`src/rtl/alu_pkg.sv`:
```
// Shared definitions for the ALU arbiter: op codes, shift-select bit positions,
// lock FSM states and the illegal-combination rule.
package alu_pkg;

  localparam logic [2:0] OP_ADD   = 3'b000;
  localparam logic [2:0] OP_SUB   = 3'b001;
  localparam logic [2:0] OP_OR    = 3'b010;
  localparam logic [2:0] OP_LUI   = 3'b011;
  localparam logic [2:0] OP_AND   = 3'b100;
  localparam logic [2:0] OP_XOR   = 3'b101;
  localparam logic [2:0] OP_NOR   = 3'b110;
  localparam logic [2:0] OP_SHIFT = 3'b111;

  localparam int SH_SLL  = 0;
  localparam int SH_SRL  = 1;
  localparam int SH_SRA  = 2;
  localparam int SH_SLLV = 3;
  localparam int SH_SRLV = 4;
  localparam int SH_SRAV = 5;

  typedef enum logic {ARB, LOCKED} arb_state_e;

  // More than one shift flag is never meaningful; a shift op must name exactly one.
  function automatic logic is_illegal(input logic [2:0] ctrl, input logic [5:0] shsel);
    return ($countones(shsel) > 1) || (ctrl == OP_SHIFT && shsel == 6'd0);
  endfunction

endpackage

```
`src/rtl/rr_arbiter.sv`:
```
// Round-robin picker: grants the first requester at or after the pointer that is
// both requesting and allowed by the eligibility mask; the pointer moves past each winner.
module rr_arbiter #(
  parameter  int NREQ = 2,
  localparam int PW   = $clog2(NREQ)
) (
  input  logic            clk,
  input  logic            rst,
  input  logic [NREQ-1:0] req,
  input  logic [NREQ-1:0] mask,
  output logic [NREQ-1:0] grant,
  output logic [PW-1:0]   grant_idx
);

  logic [PW-1:0]   ptr;
  logic [NREQ-1:0] cand;
  logic [PW:0]     pos;

  assign cand = req & mask;

  // NOTE: every signal written here gets a default first, so no latch can be inferred.
  // Scan from the farthest offset back to the pointer so the nearest candidate wins last.
  always_comb begin
    grant     = '0;
    grant_idx = '0;
    pos       = '0;
    for (int k = NREQ - 1; k >= 0; k--) begin
      pos = {1'b0, ptr} + (PW+1)'(k);
      if (pos >= (PW+1)'(NREQ)) pos = pos - (PW+1)'(NREQ);
      if (cand[pos[PW-1:0]]) begin
        grant              = '0;
        grant[pos[PW-1:0]] = 1'b1;
        grant_idx          = pos[PW-1:0];
      end
    end
  end

  // NOTE: registers use non-blocking assignments so every flop samples pre-edge values.
  always_ff @(posedge clk or posedge rst) begin
    if (rst)         ptr <= '0;
    else if (|grant) ptr <= (grant_idx == PW'(NREQ - 1)) ? '0 : grant_idx + PW'(1);
  end

endmodule

```
`src/rtl/alu_arbiter.sv`:
```
// Shares one registered-result ALU among NREQ requesters: round-robin grant with
// optional lock, flag realignment to the result cycle, one-hot tagged response.
module alu_arbiter
  import alu_pkg::*;
#(
  parameter int NREQ = 2
) (
  input  logic               clk,
  input  logic               rst,
  input  logic [NREQ-1:0]    req_valid,
  output logic [NREQ-1:0]    req_ready,
  input  logic [NREQ-1:0]    req_lock,
  input  logic [3*NREQ-1:0]  req_ctrl,
  input  logic [6*NREQ-1:0]  req_shsel,
  input  logic [5*NREQ-1:0]  req_shamt,
  input  logic [32*NREQ-1:0] req_a,
  input  logic [32*NREQ-1:0] req_b,
  output logic [31:0]        alu_a,
  output logic [31:0]        alu_b,
  output logic [2:0]         alu_ctrl,
  output logic [5:0]         alu_shsel,
  output logic [4:0]         alu_s,
  input  logic [31:0]        alu_result,
  input  logic               alu_zero,
  input  logic [31:0]        alu_sign,
  output logic [NREQ-1:0]    rsp_valid,
  output logic [31:0]        rsp_result,
  output logic               rsp_zero,
  output logic               rsp_neg,
  output logic               rsp_err
);

  localparam int PW = $clog2(NREQ);

  arb_state_e      state;
  logic [PW-1:0]   owner;
  logic [NREQ-1:0] eligible;
  logic [NREQ-1:0] grant;
  logic [PW-1:0]   win;
  logic            accept;
  logic            illegal;
  logic [2:0]      sel_ctrl;
  logic [5:0]      sel_shsel;
  logic [4:0]      sel_shamt;
  logic [31:0]     sel_a;
  logic [31:0]     sel_b;
  logic            sel_lock;
  logic            zero_q;
  logic            neg_q;
  logic            err_q;
  logic            unused_sign;

  // Only bit 0 of the sign word carries information.
  assign unused_sign = ^alu_sign[31:1];

  assign eligible = (state == LOCKED) ? (NREQ'(1) << owner) : '1;

  rr_arbiter #(.NREQ(NREQ)) u_rr (
    .clk       (clk),
    .rst       (rst),
    .req       (req_valid & ~{NREQ{rst}}),
    .mask      (eligible),
    .grant     (grant),
    .grant_idx (win)
  );

  assign accept    = |grant;
  assign req_ready = grant;

  // One-hot grant selects the winner's fields; an idle cycle leaves the ALU bus at 0.
  always_comb begin
    sel_ctrl  = '0;
    sel_shsel = '0;
    sel_shamt = '0;
    sel_a     = '0;
    sel_b     = '0;
    sel_lock  = 1'b0;
    for (int i = 0; i < NREQ; i++) begin
      if (grant[i]) begin
        sel_ctrl  = req_ctrl[i*3 +: 3];
        sel_shsel = req_shsel[i*6 +: 6];
        sel_shamt = req_shamt[i*5 +: 5];
        sel_a     = req_a[i*32 +: 32];
        sel_b     = req_b[i*32 +: 32];
        sel_lock  = req_lock[i];
      end
    end
  end

  assign illegal   = accept && is_illegal(sel_ctrl, sel_shsel);
  assign alu_a     = sel_a;
  assign alu_b     = sel_b;
  assign alu_ctrl  = sel_ctrl;
  assign alu_s     = sel_shamt;
  assign alu_shsel = (sel_ctrl == OP_SHIFT && !illegal) ? sel_shsel : 6'd0;

  // Flags are combinational at the ALU, so they are captured here to line up with
  // the result the ALU registers on the same edge.
  always_ff @(posedge clk or posedge rst) begin
    if (rst) begin
      state     <= ARB;
      owner     <= '0;
      rsp_valid <= '0;
      zero_q    <= 1'b0;
      neg_q     <= 1'b0;
      err_q     <= 1'b0;
    end else begin
      rsp_valid <= grant;
      zero_q    <= accept & alu_zero;
      neg_q     <= accept & alu_sign[0];
      err_q     <= illegal;
      if (accept) begin
        if (state == ARB && sel_lock) begin
          state <= LOCKED;
          owner <= win;
        end else if (state == LOCKED && !sel_lock) begin
          state <= ARB;
        end
      end
    end
  end

  assign rsp_zero   = zero_q;
  assign rsp_neg    = neg_q;
  assign rsp_err    = err_q;
  assign rsp_result = (err_q || rsp_valid == '0) ? 32'd0 : alu_result;

endmodule

```
`config.mk`:
```
export PLATFORM = sky130hd
export DESIGN_NAME = alu_arbiter
export DESIGN_NICKNAME = d
export VERILOG_FILES = /design/src/rtl/alu_pkg.sv /design/src/rtl/rr_arbiter.sv /design/src/rtl/alu_arbiter.sv
export SDC_FILE = /design/constraint.sdc
export NUM_CORES = 1
export LEC_CHECK = 0
export CELL_PAD_IN_SITES_DETAIL_PLACEMENT = 1
export CELL_PAD_IN_SITES_GLOBAL_PLACEMENT = 2
export CORE_AREA = 2 2 135 137
export DETAILED_ROUTE_END_ITERATION = 10
export DIE_AREA = 0 0 137 139
export HOLD_SLACK_MARGIN = 0.1
export PLACE_DENSITY_LB_ADDON = 0.1
export SLEW_MARGIN = 20
export SYNTH_ARGS = -nofsm -noshare
export SYNTH_HDL_FRONTEND = slang
export SYNTH_SLANG_ARGS = --single-unit
export TNS_END_PERCENT = 10
```
`constraint.sdc`:
```
create_clock -name clk -period 11.5 [get_ports clk]
set_input_delay 1.725 -clock clk [delete_from_list [all_inputs] [get_ports clk]]
set_output_delay 1.725 -clock clk [all_outputs]
set_load 0.02 [all_outputs]
```
**After elaboration in Yosys (flattened, before gate mapping)**

Cells that the tools add are included.

- Register bits after elaboration: 8
- Latch bits: 0
- Memory bits (writable): 0
- ROM bits: 0
- Bits of input ports: 227
- Output and inout port bits: 117
- Logic and storage cells: 80
- Memories: 0

- Add/subtract/negate cells: 9
- Multipliers: 0
- Div/mod/pow operators: 0
- Order comparisons: 7
- Equal/unequal tests: 1
- Shift-type cells: 1
- Muxes and demuxes: 32
- Bitwise operators: 6
- Reduce and logical (&&, ||, !) cells: 17

Operators with widths:

| operator | count |
|---|---|
| 2-to-1 mux 32 bit | 5 |
| 2-to-1 mux 6 bit | 3 |
| 2-to-1 mux 1 bit | 15 |
| 2-to-1 mux 5 bit | 2 |
| logical AND 1 bit | 7 |
| adder 1 x 1 -> 2 bit | 3 |
| logical NOT 6 bit | 1 |
| 2-to-1 mux 2 bit | 3 |
| 2-to-1 mux 3 bit | 2 |
| adder 3 x 2 -> 4 bit | 1 |
| AND 2 bit | 2 |
| > comparator 4 x 1 -> 1 bit (second input constant) | 1 |
| less-than comparator 1 x 2 -> 1 bit (second input constant) | 2 |
| AND reduction 2 bit | 2 |
| adder 2 x 2 -> 3 bit | 1 |
| equality test 3 bit (second input constant) | 1 |
| adder 1 x 1 -> 2 bit (second input constant) | 1 |
| AND 1 bit | 2 |
| demux 1 bit (select 1 bit) | 2 |
| greater-or-equal comparator 1 bit (second input constant) | 2 |
| greater-or-equal comparator 1 x 2 -> 1 bit (second input constant) | 1 |
| greater-or-equal comparator 2 bit (second input constant) | 1 |
| logical NOT 1 bit | 2 |
| logical NOT 2 bit | 1 |
| 8 further kinds | 10 |

**Longest topological paths before layout**

Gate-level depths: netlist of run 1.

- Word-level depth: 20
- Gate-level depth with buffers: 14

**Cells and area by module**

Synthesis of run 1 repeated with hierarchy kept, for this count alone.

- Cell total of the unflattened synthesis: 201
- Area, all modules: 1669.1 sq um

By module, submodules not included:

| module | instances | cells each | area an instance (sq um) | seq. area each (sq um) |
|---|---|---|---|---|
| alu_arbiter | 1 | 192 | 1599.0 | 175.2 |
| rr_arbiter | 1 | 9 | 70.1 | 25.0 |

**Least setup slack after synthesis of run 1**

OpenSTA, ideal clock, no wires.

- Path type: input to output
- Start: input port rst
- End: output port alu_shsel[2]
- Arrival time: 5135 ps
- Required time: 9775 ps
- Setup slack: 4640 ps
- Stages on the path: 14
- Cell sequence: nand2b_1 or3_1 buf_2 inv_2 buf_6 a22oi_2 fa_1 inv_1 fa_1 nand2_1 fa_1 nand2_1 o21bai_1 nor3b_1

- Longest elaborated chain between the ends: 18
- Elaborated cells between the ends (all ways): 28

Ends and longest elaborated chain:

| what | RTL line | text |
|---|---|---|
| start: declaration | alu_arbiter.sv:9 | `input logic rst,` |
| NOT 2 bit (*) | alu_arbiter.sv:61 | `.req (req_valid & ~{NREQ{rst}}),` |
| AND 2 bit (*) | alu_arbiter.sv:61 |  |
| AND 2 bit (*) | rr_arbiter.sv:19 | `assign cand = req & mask;` |
| 2-to-1 mux 1 bit (not written as such) (2 in series) | rr_arbiter.sv:30 | `if (cand[pos[PW-1:0]]) begin` |
| 2-to-1 mux 2 bit | rr_arbiter.sv:30 |  |
| 2-to-1 mux 2 bit (*) | rr_arbiter.sv:30 |  |
| 2-to-1 mux 6 bit (2 in series) | alu_arbiter.sv:79 | `if (grant[i]) begin` |
| adder 1 x 1 -> 2 bit (not written as such) | alu_pkg.sv:25 | `return ($countones(shsel) > 1) \|\| (ctrl == OP_SHIFT && shsel == 6'd0);` |
| adder 2 x 2 -> 3 bit (not written as such) | alu_pkg.sv:25 |  |
| adder 3 x 2 -> 4 bit (not written as such) | alu_pkg.sv:25 |  |
| > comparator 4 x 1 -> 1 bit | alu_pkg.sv:25 |  |
| logical OR 1 bit | alu_pkg.sv:25 |  |
| logical AND 1 bit | alu_arbiter.sv:90 | `assign illegal = accept && is_illegal(sel_ctrl, sel_shsel);` |
| logical NOT 1 bit | alu_arbiter.sv:95 | `assign alu_shsel = (sel_ctrl == OP_SHIFT && !illegal) ? sel_shsel : 6'd0;` |
| logical AND 1 bit | alu_arbiter.sv:95 |  |
| 2-to-1 mux 6 bit (*) | alu_arbiter.sv:95 |  |
| end: declaration | alu_arbiter.sv:21 | `output logic [5:0] alu_shsel,` |

Every way passes the cells marked *; elsewhere a longest branch is shown, timed or not. The select of a mux whose other input is x is not followed.

**Worst setup path in the final report of run 1**

- Start: input port rst
- End: output port alu_shsel[3]

Same word-level chain as after synthesis.

==> impl_metrics.sql, run 1 <==
INSERT INTO impl_metrics (metric_group, metric, value, unit) VALUES
('synth', 'post_synth_mux_area_share', '0.688', '%'),
('placement', 'numPortBuffers', '312', ''),
('route', 'firstDrtPassIters', '4', ''),
('synth', 'synthDominantCellAreaShare', '39.6', '%'),
('route', 'final_antenna_net_count', '0', ''),
('critical_path', 'endpoint', 'alu_shsel[3]', ''),
('critical_path', 'critical_path.n_buffers_inverters', '4', ''),
('synth', 'main_combinational_cell_family_by_area_after_synthesis', 'compound AO/OA/AOI/OAI gates', ''),
('critical_path', 'setup.worst_path.end_class', 'output pin', ''),
('timing', 'maxSlewHeadroom', '40.9', '%'),
('critical_path', 'critPathRequiredTime', '9780', 'ps'),
('timing', 'skew', '1.19', 'ps'),
('clock_tree', 'worstSkewPairLatency', '230', 'ps'),
('power', 'p_total', '531', 'uW'),
('synth', 'mappedNetlistArea', '1640', 'sq um'),
('floorplan', 'fp.dieW', '137', 'um'),
('synth', 'synth.largest_area_cell', 'sky130_fd_sc_hd__a22o_1', ''),
('timing', 'max_freq', '0.117', 'GHz'),
('power', 'leakage', '1.87', 'nW'),
('placement', 'place_inst', '720', ''),
('finish', 'fin_area', '5000', 'sq um'),
('outcome', 'status', 'finished clean', ''),
('route', 'detail_route.wl_per_cell', '16.4', 'um'),
('timing', 'slew_violations', '0', ''),
('power', 'power_density', '106', 'nW/um^2'),
('floorplan', 'floorplan.initialDensity', '9.27', '%'),
('critical_path', 'worst-setup-path-type', 'primary input to output pin', ''),
('clock_tree', 'postCtsResizedCells', '0', ''),
('critical_path', 'cp_common_cell', 'sky130_fd_sc_hd__fa_1', ''),
('clock_tree', 'cts.sink_count', '8', ''),
('synth', 'synthSimpleGateAreaFrac', '22.6', '%'),
('route', 'viasPerCell', '3.99', ''),
('critical_path', 'critical_path.startpoint_type', 'primary input', ''),
('finish', 'num_antenna_cells', '0', ''),
('synth', 'yosys_register_bits', '8', ''),
('floorplan', 'std_cell_rows', '49', ''),
('clock_tree', 'root_buffer', 'sky130_fd_sc_hd__clkbuf_16', ''),
('critical_path', 'critPathMaxStageDelay', '690', 'ps'),
('grt', 'grt_start_max_net_pins', '82', ''),
('synth', 'share_of_the_yosys_chip_area_belonging_to_registers', '12.2', '%'),
('critical_path', 'rr_endpoint', 'rsp_err', ''),
('timing', 'fin_tns_setup', '0', 'ps'),
('grt', 'gr-total-overflow', '0', ''),
('clock_tree', 'cts.repair_timing.setup_buffer_count', '0', ''),
('critical_path', 'crit-reg2reg-launch', 'state', ''),
('floorplan', 'die_height', '139', 'um'),
('synth', 'netlist_instances', '199', ''),
('timing', 'min_period_over_period', '74.0', '%'),
('synth', 'yosys-top-cells-area', 'sky130_fd_sc_hd__a22o_1, sky130_fd_sc_hd__and2_1, sky130_fd_sc_hd__dfrtp_1, sky130_fd_sc_hd__fa_1, sky130_fd_sc_hd__buf_4', ''),
('grt', 'first_global_vias', '3004', ''),
('critical_path', 'cp-startpoint', 'rst', ''),
('route', 'remaining_drc_errors', '0', ''),
('clock_tree', 'cts_tree', 'yes', ''),
('synth', 'synth_compound_gate_area_share', '48.0', '%'),
('route', 'drt_iter0_drc', '51', ''),
('floorplan', 'top_level_port_count', '344', ''),
('grt', 'initial_antenna_violation_count', '0', ''),
('timing', 'final_period_minus_worst_setup_slack', '8510', 'ps'),
('synth', 'synth-main-ff-cell', 'sky130_fd_sc_hd__dfrtp_1', ''),
('synth', 'ys.warnings.count', '0', ''),
('floorplan', 'placeableCoreArea', '17700', 'sq um'),
('grt', 'grt_usage', '11.4', '%'),
('synth', 'synth_xor_xnor_area_share', '0', '%'),
('synth', 'avgSynthCellArea', '8.22', 'sq um'),
('synth', 'synth_most_common_cell', 'sky130_fd_sc_hd__a22o_1', ''),
('critical_path', 'worst-endpoint-arrival', '6790', 'ps'),
('min_path', 'worstHoldStart', 'u_rr.ptr', ''),
('placement', 'dp_hpwl', '10100', 'um'),
('timing', 'finalSetupViolations', '0', ''),
('critical_path', 'r2r_slack', '7230', 'ps'),
('placement', 'globalplace.congestion', '0.761', '');
cell families (layout without fill, tap and decap cells):
logic type               after synthesis  after routing
AO/OA/AOI/OAI                         91             91
flip-flops                             8              8
buffers and inverters                 34            329
adder cells (fa/ha/maj)                5              5
multiplexers                           1              1
AND/OR/NAND/NOR                       60             60
cell type report:
class	instances	area, sq um	share of cell area, %
clock buffers	3	75.1	1.50
inverters	12	47.5	0.951
multi-input cells	157	1250	25.1
flip-flops and latches	8	200	4.00
well taps	229	287	5.73
repair buffers	314	3140	62.8
power by group:
group	switching (mW)	total, mW	internal, mW
combinational	0.205	0.432	0.226
sequential	0.00668	0.0427	0.0360
clock	0.0119	0.0566	0.0447
worst min path at each step:
stage / cells after the start / slack, ps / endpoint
finish: 1 / 520 / u_rr.ptr
CTS: 1 / 530 / owner
detailed placement: 1 / 520 / owner
global placement: 1 / 510 / owner
global route: 1 / 550 / owner
floorplan: 1 / 470 / owner
metrics by stage:
step	utilization (%)	hold slack (ps)
global placement	27.9	510
floorplan	-	472
finish	28.3	523
global route	28.3	555
CTS	28.3	530
detailed placement	27.9	517
routing by layer:
layer	share of wire, %	global-route usage (%)	vias to the layer above
met1	34	11.4	1343
met2	52	21.9	178
met4	0.59	1.30	0
met3	13	4.97	6
li1	-	-	1359
met5	0	0	-
worst reg2reg max path, delay by kind of cell, from the launching register on:
family | cells | cell delay (ps)
adders and majority gates | 3 | 1550
DFF | 1 | 420
buffers and inverters | 2 | 680
and+or+nand+nor | 4 | 880
AOI/OAI and AO/OA | 3 | 570
placed cells by master, fill, tap and decap left out, types with 3 or more instances in the layout:
cell / n
sky130_fd_sc_hd__nor3b_1: 3
sky130_fd_sc_hd__o41ai_1: 3
sky130_fd_sc_hd__fa_1: 3
sky130_fd_sc_hd__inv_1: 10
sky130_fd_sc_hd__o21ai_0: 3
sky130_fd_sc_hd__clkbuf_16: 3
sky130_fd_sc_hd__clkdlybuf4s50_1: 312
sky130_fd_sc_hd__dfrtp_1: 8
sky130_fd_sc_hd__nor3_1: 3
sky130_fd_sc_hd__nor2_1: 3
sky130_fd_sc_hd__nor4_1: 5
sky130_fd_sc_hd__a22oi_2: 3
sky130_fd_sc_hd__and2_1: 33
sky130_fd_sc_hd__a22o_1: 74
sky130_fd_sc_hd__nand2_1: 3
sequential cells by signal, summed over array words and instances, names as in the netlist:
| signal | cells |
|---|---|
| rsp_valid | 2 |
| owner | 1 |
| rsp_err | 1 |
| rsp_neg | 1 |
| rsp_zero | 1 |
| state | 1 |
| u_rr.ptr | 1 |
(Power assumes the default switching activity.)
==> run 2: changes to the inputs <==
clock period = 8.3 ns   (was 11.5 ns; I/O delays follow)
==> impl_metrics.sql, run 2 (synthesis results as in run 1) <==
INSERT INTO impl_metrics (metric_group, metric, value, unit) VALUES
('clock_tree', 'cts_hold_buf', '0', ''),
('grt', 'grt_start_max_net_pins', '56', ''),
('critical_path', 'path_delay_family', 'buffers and inverters', ''),
('route', 'viasPerCell', '3.97', ''),
('timing', 'max_freq', '0.139', 'GHz'),
('timing', 'final_period_minus_worst_setup_slack', '7180', 'ps'),
('power', 'share_clk_of_total_power', '10.6', '%'),
('clock_tree', 'ctsHtreeMaxLevel', '1', ''),
('floorplan', 'die_area', '19000', 'sq um'),
('floorplan', 'die_height', '139', 'um'),
('power', 'seqPwrFrac', '8.0', '%'),
('finish', 'final_layout_size_suffix_gt1_share', '2.83', '%'),
('placement', 'globalplace.congestion', '0.790', ''),
('critical_path', 'critPathRequiredTime', '7050', 'ps'),
('finish', 'largest_reg_flops', '2', ''),
('power', 'p_total', '738', 'uW'),
('clock_tree', 'cts.repair_timing.setup_buffer_count', '0', ''),
('clock_tree', 'cts_max_path_buffers', '2', ''),
('grt', 'first_global_vias', '3111', ''),
('finish', 'most-common-layout-cells', 'sky130_fd_sc_hd__clkdlybuf4s50_1, sky130_fd_sc_hd__a22o_1, sky130_fd_sc_hd__and2_1, sky130_fd_sc_hd__inv_1, sky130_fd_sc_hd__dfrtp_1', ''),
('timing', 'finalSetupViolations', '0', ''),
('clock_tree', 'cts.sink_count', '8', ''),
('floorplan', 'placeableCoreArea', '17700', 'sq um'),
('route', 'wirelength_met1', '4100', 'um'),
('placement', 'dp_hpwl', '10500', 'um'),
('route', 'firstDrtPassIters', '6', ''),
('timing', 'min_period_over_period', '86.5', '%'),
('outcome', 'status', 'finished clean', ''),
('floorplan', 'floorplan.initialDensity', '9.27', '%'),
('min_path', 'worstHoldPathType', 'flip-flop to flip-flop', ''),
('grt', 'grt_first_pass_wirelength', '17600', 'um'),
('route', 'drt-total-wl', '12200', 'um'),
('critical_path', 'critical_path.n_buffers_inverters', '4', ''),
('grt', 'gr-total-overflow', '0', ''),
('finish', 'fin_area', '5010', 'sq um'),
('route', 'detail_route.wl_per_cell', '16.8', 'um'),
('critical_path', 'worst_path_cell_chain', 'clkdlybuf4s50_1 > nand2b_1 > or3_1 > inv_4 > a22oi_2 > fa_1 > inv_1 > fa_1 > nand2_1 > fa_1 > nand2_1 > o21bai_1 > nor3_1 > clkdlybuf4s50_1', ''),
('finish', 'layout.cells.non_filler', '724', ''),
('critical_path', 'critical_path.startpoint_type', 'primary input', ''),
('clock_tree', 'worstSkewPairLatency', '230', 'ps'),
('grt', 'grt_usage', '11.9', '%'),
('power', 'power_switching_share', '42.3', '%'),
('placement', 'place_inst', '721', ''),
('timing', 'skew', '1.72', 'ps'),
('run', 'max-cap-violations', '0', ''),
('route', 'final_antenna_net_count', '0', ''),
('clock_tree', 'cts_made_buffers', '3', ''),
('power', 'leakage', '1.87', 'nW'),
('critical_path', 'setup.worst_path.end_class', 'output pin', ''),
('critical_path', 'cp_common_cell', 'sky130_fd_sc_hd__fa_1', ''),
('finish', 'fin_nets', '729', ''),
('timing', 'timing_worst_slew_pin_value', '657', 'ps'),
('placement', 'placedInstanceArea', '4930', 'sq um'),
('route', 'topRoutingLayerUsed', 'met4', ''),
('route', 'met3WireLength', '1700', 'um'),
('critical_path', 'worst-endpoint-arrival', '5940', 'ps'),
('clock_tree', 'postCtsResizedCells', '0', ''),
('timing', 'slew_violations', '0', ''),
('floorplan', 'fp.dieW', '137', 'um'),
('power', 'internal-power', '426', 'uW'),
('placement', 'place_ws', '1010', 'ps'),
('timing', 'fin_tns_setup', '0', 'ps'),
('critical_path', 'worst_path_max_delay_cell', 'sky130_fd_sc_hd__clkdlybuf4s50_1', ''),
('clock_tree', 'cts_tree', 'yes', ''),
('grt', 'initial_antenna_violation_count', '0', ''),
('power', 'power_density', '147', 'nW/um^2'),
('critical_path', 'critPathMaxStageDelay', '690', 'ps'),
('finish', 'mostFrequentLayoutCell', 'sky130_fd_sc_hd__clkdlybuf4s50_1', ''),
('timing', 'rsz0062_at_grt', 'no', ''),
('finish', 'num_antenna_cells', '0', ''),
('finish', 'registers.top_by_ff_count', 'rsp_valid', ''),
('timing', 'timing.final.ws_setup', '1120', 'ps'),
('route', 'wl_met2', '6290', 'um'),
('power', 'power.share.combinational', '81.4', '%'),
('route', 'remaining_drc_errors', '0', ''),
('route', 'drt_iter0_drc', '45', ''),
('clock_tree', 'clk_transition_reported_paths', '40', 'ps'),
('critical_path', 'crit_path_max_fanout', '42', ''),
('clock_tree', 'root_buffer', 'sky130_fd_sc_hd__clkbuf_16', ''),
('route', 'route.vias.total', '2871', ''),
('finish', 'area.growth.synth_to_final', '206', '%'),
('floorplan', 'std_cell_rows', '49', ''),
('power', 'netSwitchingPower', '312', 'uW'),
('power', 'irDropWorstVdd', '0.0544', 'mV'),
('timing', 'number_of_hold_violations_in_the_final_report', '0', ''),
('placement', 'numPortBuffers', '312', ''),
('critical_path', 'worst-setup-path-type', 'primary input to output pin', ''),
('timing', 'maxSlewHeadroom', '56.2', '%'),
('floorplan', 'top_level_port_count', '344', '');
==> run 2: changes by cell type in the layout (fill, tap and decap cells not counted) <==
cell	delta
sky130_fd_sc_hd__buf_4	+1
==> run 2: per-stage QoR <==
step,util [%],hold slack (ps)
6_report,28.4,522
5_1_grt,28.4,562
4_1_cts,28.4,525
3_5_place_dp,27.9,517
3_3_place_gp,27.9,516
2_1_floorplan,-,472
==> run 2: metal layers <==
metal | global-route usage [%] | vias to the layer above
li1 | - | 1361
met1 | 11.9 | 1318
met2 | 22.7 | 186
met3 | 5.52 | 6
met4 | 1.41 | 0
met5 | 0 | -
==> run 2: path summary, 6_finish.rpt <==
check	start	endpoint	slack, ps	depth (start not counted)
worst max-delay path	rst	alu_shsel[3]	1120	14
worst min-delay path	u_rr.ptr	u_rr.ptr	520	1
worst max register to register	state	rsp_err	4380	12
worst min register to register	u_rr.ptr	u_rr.ptr	520	1
max in group asynchronous	rst	rsp_neg	6730	2
min in group asynchronous	rst	u_rr.ptr	1330	2
==> run 2: cell type report <==
cell class	instances	area, sq um
Clock buffer	3	75.1
Timing Repair Buffer	315	3150
Multi-Input combinational cell	157	1250
Fill cell	2010	12600
Inverter	12	47.5
Tap cell	229	287
Sequential cell	8	200
==> run 2: power groups by stage <==
stage | registers (mW) | clock network (mW) | logic [mW]
after CTS | 0.0597 | 0.0810 | 0.613
after floorplan | 0.0622 | 0 | 0.297
after global placement | 0.0595 | 0 | 0.610
after detailed placement | 0.0598 | 0 | 0.611
after global routing | 0.0618 | 0.0830 | 0.647
final | 0.0590 | 0.0784 | 0.601
==> run 3: changes to the inputs <==
PLACE_DENSITY = 0.95   (was unset)
PLACE_DENSITY_LB_ADDON = unset   (was 0.1)
==> impl_metrics.sql, run 3 (synthesis results as in run 1) <==
INSERT INTO impl_metrics (metric_group, metric, value, unit) VALUES
('timing', 'maxSlewHeadroom', '58.6', '%'),
('power', 'p_total', '741', 'uW'),
('power', 'netSwitchingPower', '314', 'uW'),
('min_path', 'worstHoldPathType', 'flip-flop to flip-flop', ''),
('finish', 'most-common-layout-cells', 'sky130_fd_sc_hd__clkdlybuf4s50_1, sky130_fd_sc_hd__a22o_1, sky130_fd_sc_hd__and2_1, sky130_fd_sc_hd__inv_1, sky130_fd_sc_hd__dfrtp_1', ''),
('route', 'drt-total-wl', '11500', 'um'),
('finish', 'multi_input_comb_area', '1250', 'sq um'),
('power', 'internal-power', '427', 'uW'),
('grt', 'gr-total-overflow', '0', ''),
('timing', 'min_period_over_period', '87.3', '%'),
('clock_tree', 'root_buffer', 'sky130_fd_sc_hd__clkbuf_16', ''),
('critical_path', 'crit_path_max_fanout', '45', ''),
('clock_tree', 'cts_made_buffers', '3', ''),
('route', 'remaining_drc_errors', '0', ''),
('power', 'power_switching_share', '42.4', '%'),
('critical_path', 'cp-startpoint', 'rst', ''),
('clock_tree', 'cts_hold_buf', '0', ''),
('finish', 'fin_nets', '730', ''),
('finish', 'num_antenna_cells', '0', ''),
('timing', 'fin_tns_setup', '0', 'ps'),
('timing', 'final_period_minus_worst_setup_slack', '7240', 'ps'),
('finish', 'mostFrequentLayoutCell', 'sky130_fd_sc_hd__clkdlybuf4s50_1', ''),
('grt', 'grt_first_pass_wirelength', '16400', 'um'),
('clock_tree', 'cts_tree', 'yes', ''),
('timing', 'skew', '0.616', 'ps'),
('placement', 'place_inst', '722', ''),
('timing', 'number_of_hold_violations_in_the_final_report', '0', ''),
('grt', 'grt_usage', '11.0', '%'),
('outcome', 'status', 'finished clean', ''),
('clock_tree', 'cts.repair_timing.setup_buffer_count', '0', ''),
('floorplan', 'die_area', '19000', 'sq um'),
('finish', 'registers.top_by_ff_count', 'rsp_valid', ''),
('clock_tree', 'worstSkewPairLatency', '230', 'ps'),
('clock_tree', 'cts_max_path_buffers', '2', ''),
('critical_path', 'worst-setup-path-type', 'primary input to output pin', ''),
('finish', 'final_layout_size_suffix_gt1_share', '3.02', '%'),
('finish', 'count_of_fill_cells_added_during_filler_insertion', '2060', ''),
('critical_path', 'worst-endpoint-arrival', '6000', 'ps'),
('critical_path', 'setup.worst_path.end_class', 'output pin', ''),
('finish', 'layout.cells.non_filler', '725', ''),
('route', 'final_antenna_net_count', '0', ''),
('run', 'max-cap-violations', '0', ''),
('power', 'power.share.combinational', '81.2', '%'),
('power', 'leakage', '1.88', 'nW'),
('critical_path', 'crit-reg2reg-launch', 'state', ''),
('finish', 'area.growth.synth_to_final', '206', '%'),
('grt', 'grt_start_max_net_pins', '46', ''),
('floorplan', 'die_height', '139', 'um'),
('timing', 'slew_violations', '0', ''),
('clock_tree', 'postCtsResizedCells', '0', ''),
('placement', 'dp_hpwl', '9860', 'um'),
('finish', 'final-seq-area', '200', 'sq um'),
('placement', 'globalplace.congestion', '0.738', ''),
('critical_path', 'critPathRequiredTime', '7050', 'ps'),
('floorplan', 'fp.dieW', '137', 'um'),
('floorplan', 'std_cell_rows', '49', ''),
('timing', 'max_freq', '0.138', 'GHz'),
('power', 'share_clk_of_total_power', '10.8', '%'),
('grt', 'first_global_vias', '3072', ''),
('route', 'detail_route.wl_per_cell', '15.8', 'um'),
('finish', 'largest_reg_flops', '2', ''),
('min_path', 'worstHoldStart', 'owner', ''),
('clock_tree', 'ctsHtreeMaxLevel', '1', ''),
('timing', 'finalSetupViolations', '0', ''),
('timing', 'rsz0062_at_grt', 'no', ''),
('timing', 'timing_worst_slew_pin_value', '620', 'ps'),
('clock_tree', 'cts.sink_count', '8', ''),
('route', 'viasPerCell', '4.01', ''),
('route', 'route.vias.total', '2906', ''),
('grt', 'initial_antenna_violation_count', '0', ''),
('critical_path', 'critical_path.startpoint_type', 'primary input', ''),
('clock_tree', 'clk_transition_reported_paths', '40', 'ps'),
('floorplan', 'placeableCoreArea', '17700', 'sq um'),
('floorplan', 'top_level_port_count', '344', ''),
('power', 'power_density', '148', 'nW/um^2'),
('route', 'drt_iter0_drc', '64', ''),
('route', 'firstDrtPassIters', '4', ''),
('power', 'seqPwrFrac', '8.0', '%'),
('floorplan', 'floorplan.initialDensity', '9.27', '%'),
('placement', 'numPortBuffers', '312', ''),
('power', 'irDropWorstVdd', '0.0936', 'mV');
## run 3: cell types whose count changed in the layout (fill, tap and decap cells not counted)
cell	change
sky130_fd_sc_hd__buf_4	+1
## run 3: per-layer routing
| layer | share of wire (%) | GRT usage (%) | wire length (um) |
|---|---|---|---|
| met5 | 0 | 0 | 0 |
| met4 | 0.052 | 0.760 | 6 |
| met3 | 12 | 3.65 | 1330 |
| met2 | 53 | 22.0 | 6120 |
| met1 | 35 | 11.3 | 4000 |
## run 3: stage by stage
stage,worst slack (ps),utilization [%],hold WS [ps],area [sq um]
global placement,1040,28.0,512,4940
detailed placement,1020,28.0,517,4940
CTS,998,28.4,529,5010
finish,1060,28.4,523,5010
global route,727,28.4,544,5010
floorplan,2400,-,472,1640
## run 3: path summary, 6_finish.rpt
check | cells past startpoint | slack (ps) | end
worst max-delay path | 14 | 1060 | alu_shsel[3]
worst min-delay path | 1 | 520 | owner
worst max register to register | 12 | 4320 | rsp_err
worst min register to register | 1 | 520 | owner
max in group asynchronous | 2 | 6700 | rsp_err
min in group asynchronous | 2 | 1350 | u_rr.ptr
## run 3: power by group through the flow
stage / sequential, mW / clock, mW / combinational (mW)
2_1_floorplan: 0.0622 / 0 / 0.297
3_3_place_gp: 0.0593 / 0 / 0.601
3_5_place_dp: 0.0593 / 0 / 0.608
4_1_cts: 0.0594 / 0.0832 / 0.610
5_1_grt: 0.0611 / 0.0851 / 0.644
6_report: 0.0593 / 0.0802 / 0.602
## run 3: worst max-delay path, stage by stage
cell	delay, ps
sky130_fd_sc_hd__clkdlybuf4s50_1	450
sky130_fd_sc_hd__nand2b_1	230
sky130_fd_sc_hd__or3_1	520
sky130_fd_sc_hd__inv_4	450
sky130_fd_sc_hd__a22oi_2	200
sky130_fd_sc_hd__fa_1	560
sky130_fd_sc_hd__inv_1	60
sky130_fd_sc_hd__fa_1	500
sky130_fd_sc_hd__nand2_1	60
sky130_fd_sc_hd__fa_1	480
sky130_fd_sc_hd__nand2_1	90
sky130_fd_sc_hd__o21bai_1	240
sky130_fd_sc_hd__nor3_1	180
sky130_fd_sc_hd__clkdlybuf4s50_1	720
## run 3: area by class of cell
| cell class | count | area share, % |
|---|---|---|
| Timing Repair Buffer | 316 | 62.9 |
| Multi-Input combinational cell | 157 | 25.0 |
| Tap cell | 229 | 5.71 |
| Sequential cell | 8 | 3.99 |
| Clock buffer | 3 | 1.50 |
| Inverter | 12 | 0.948 |
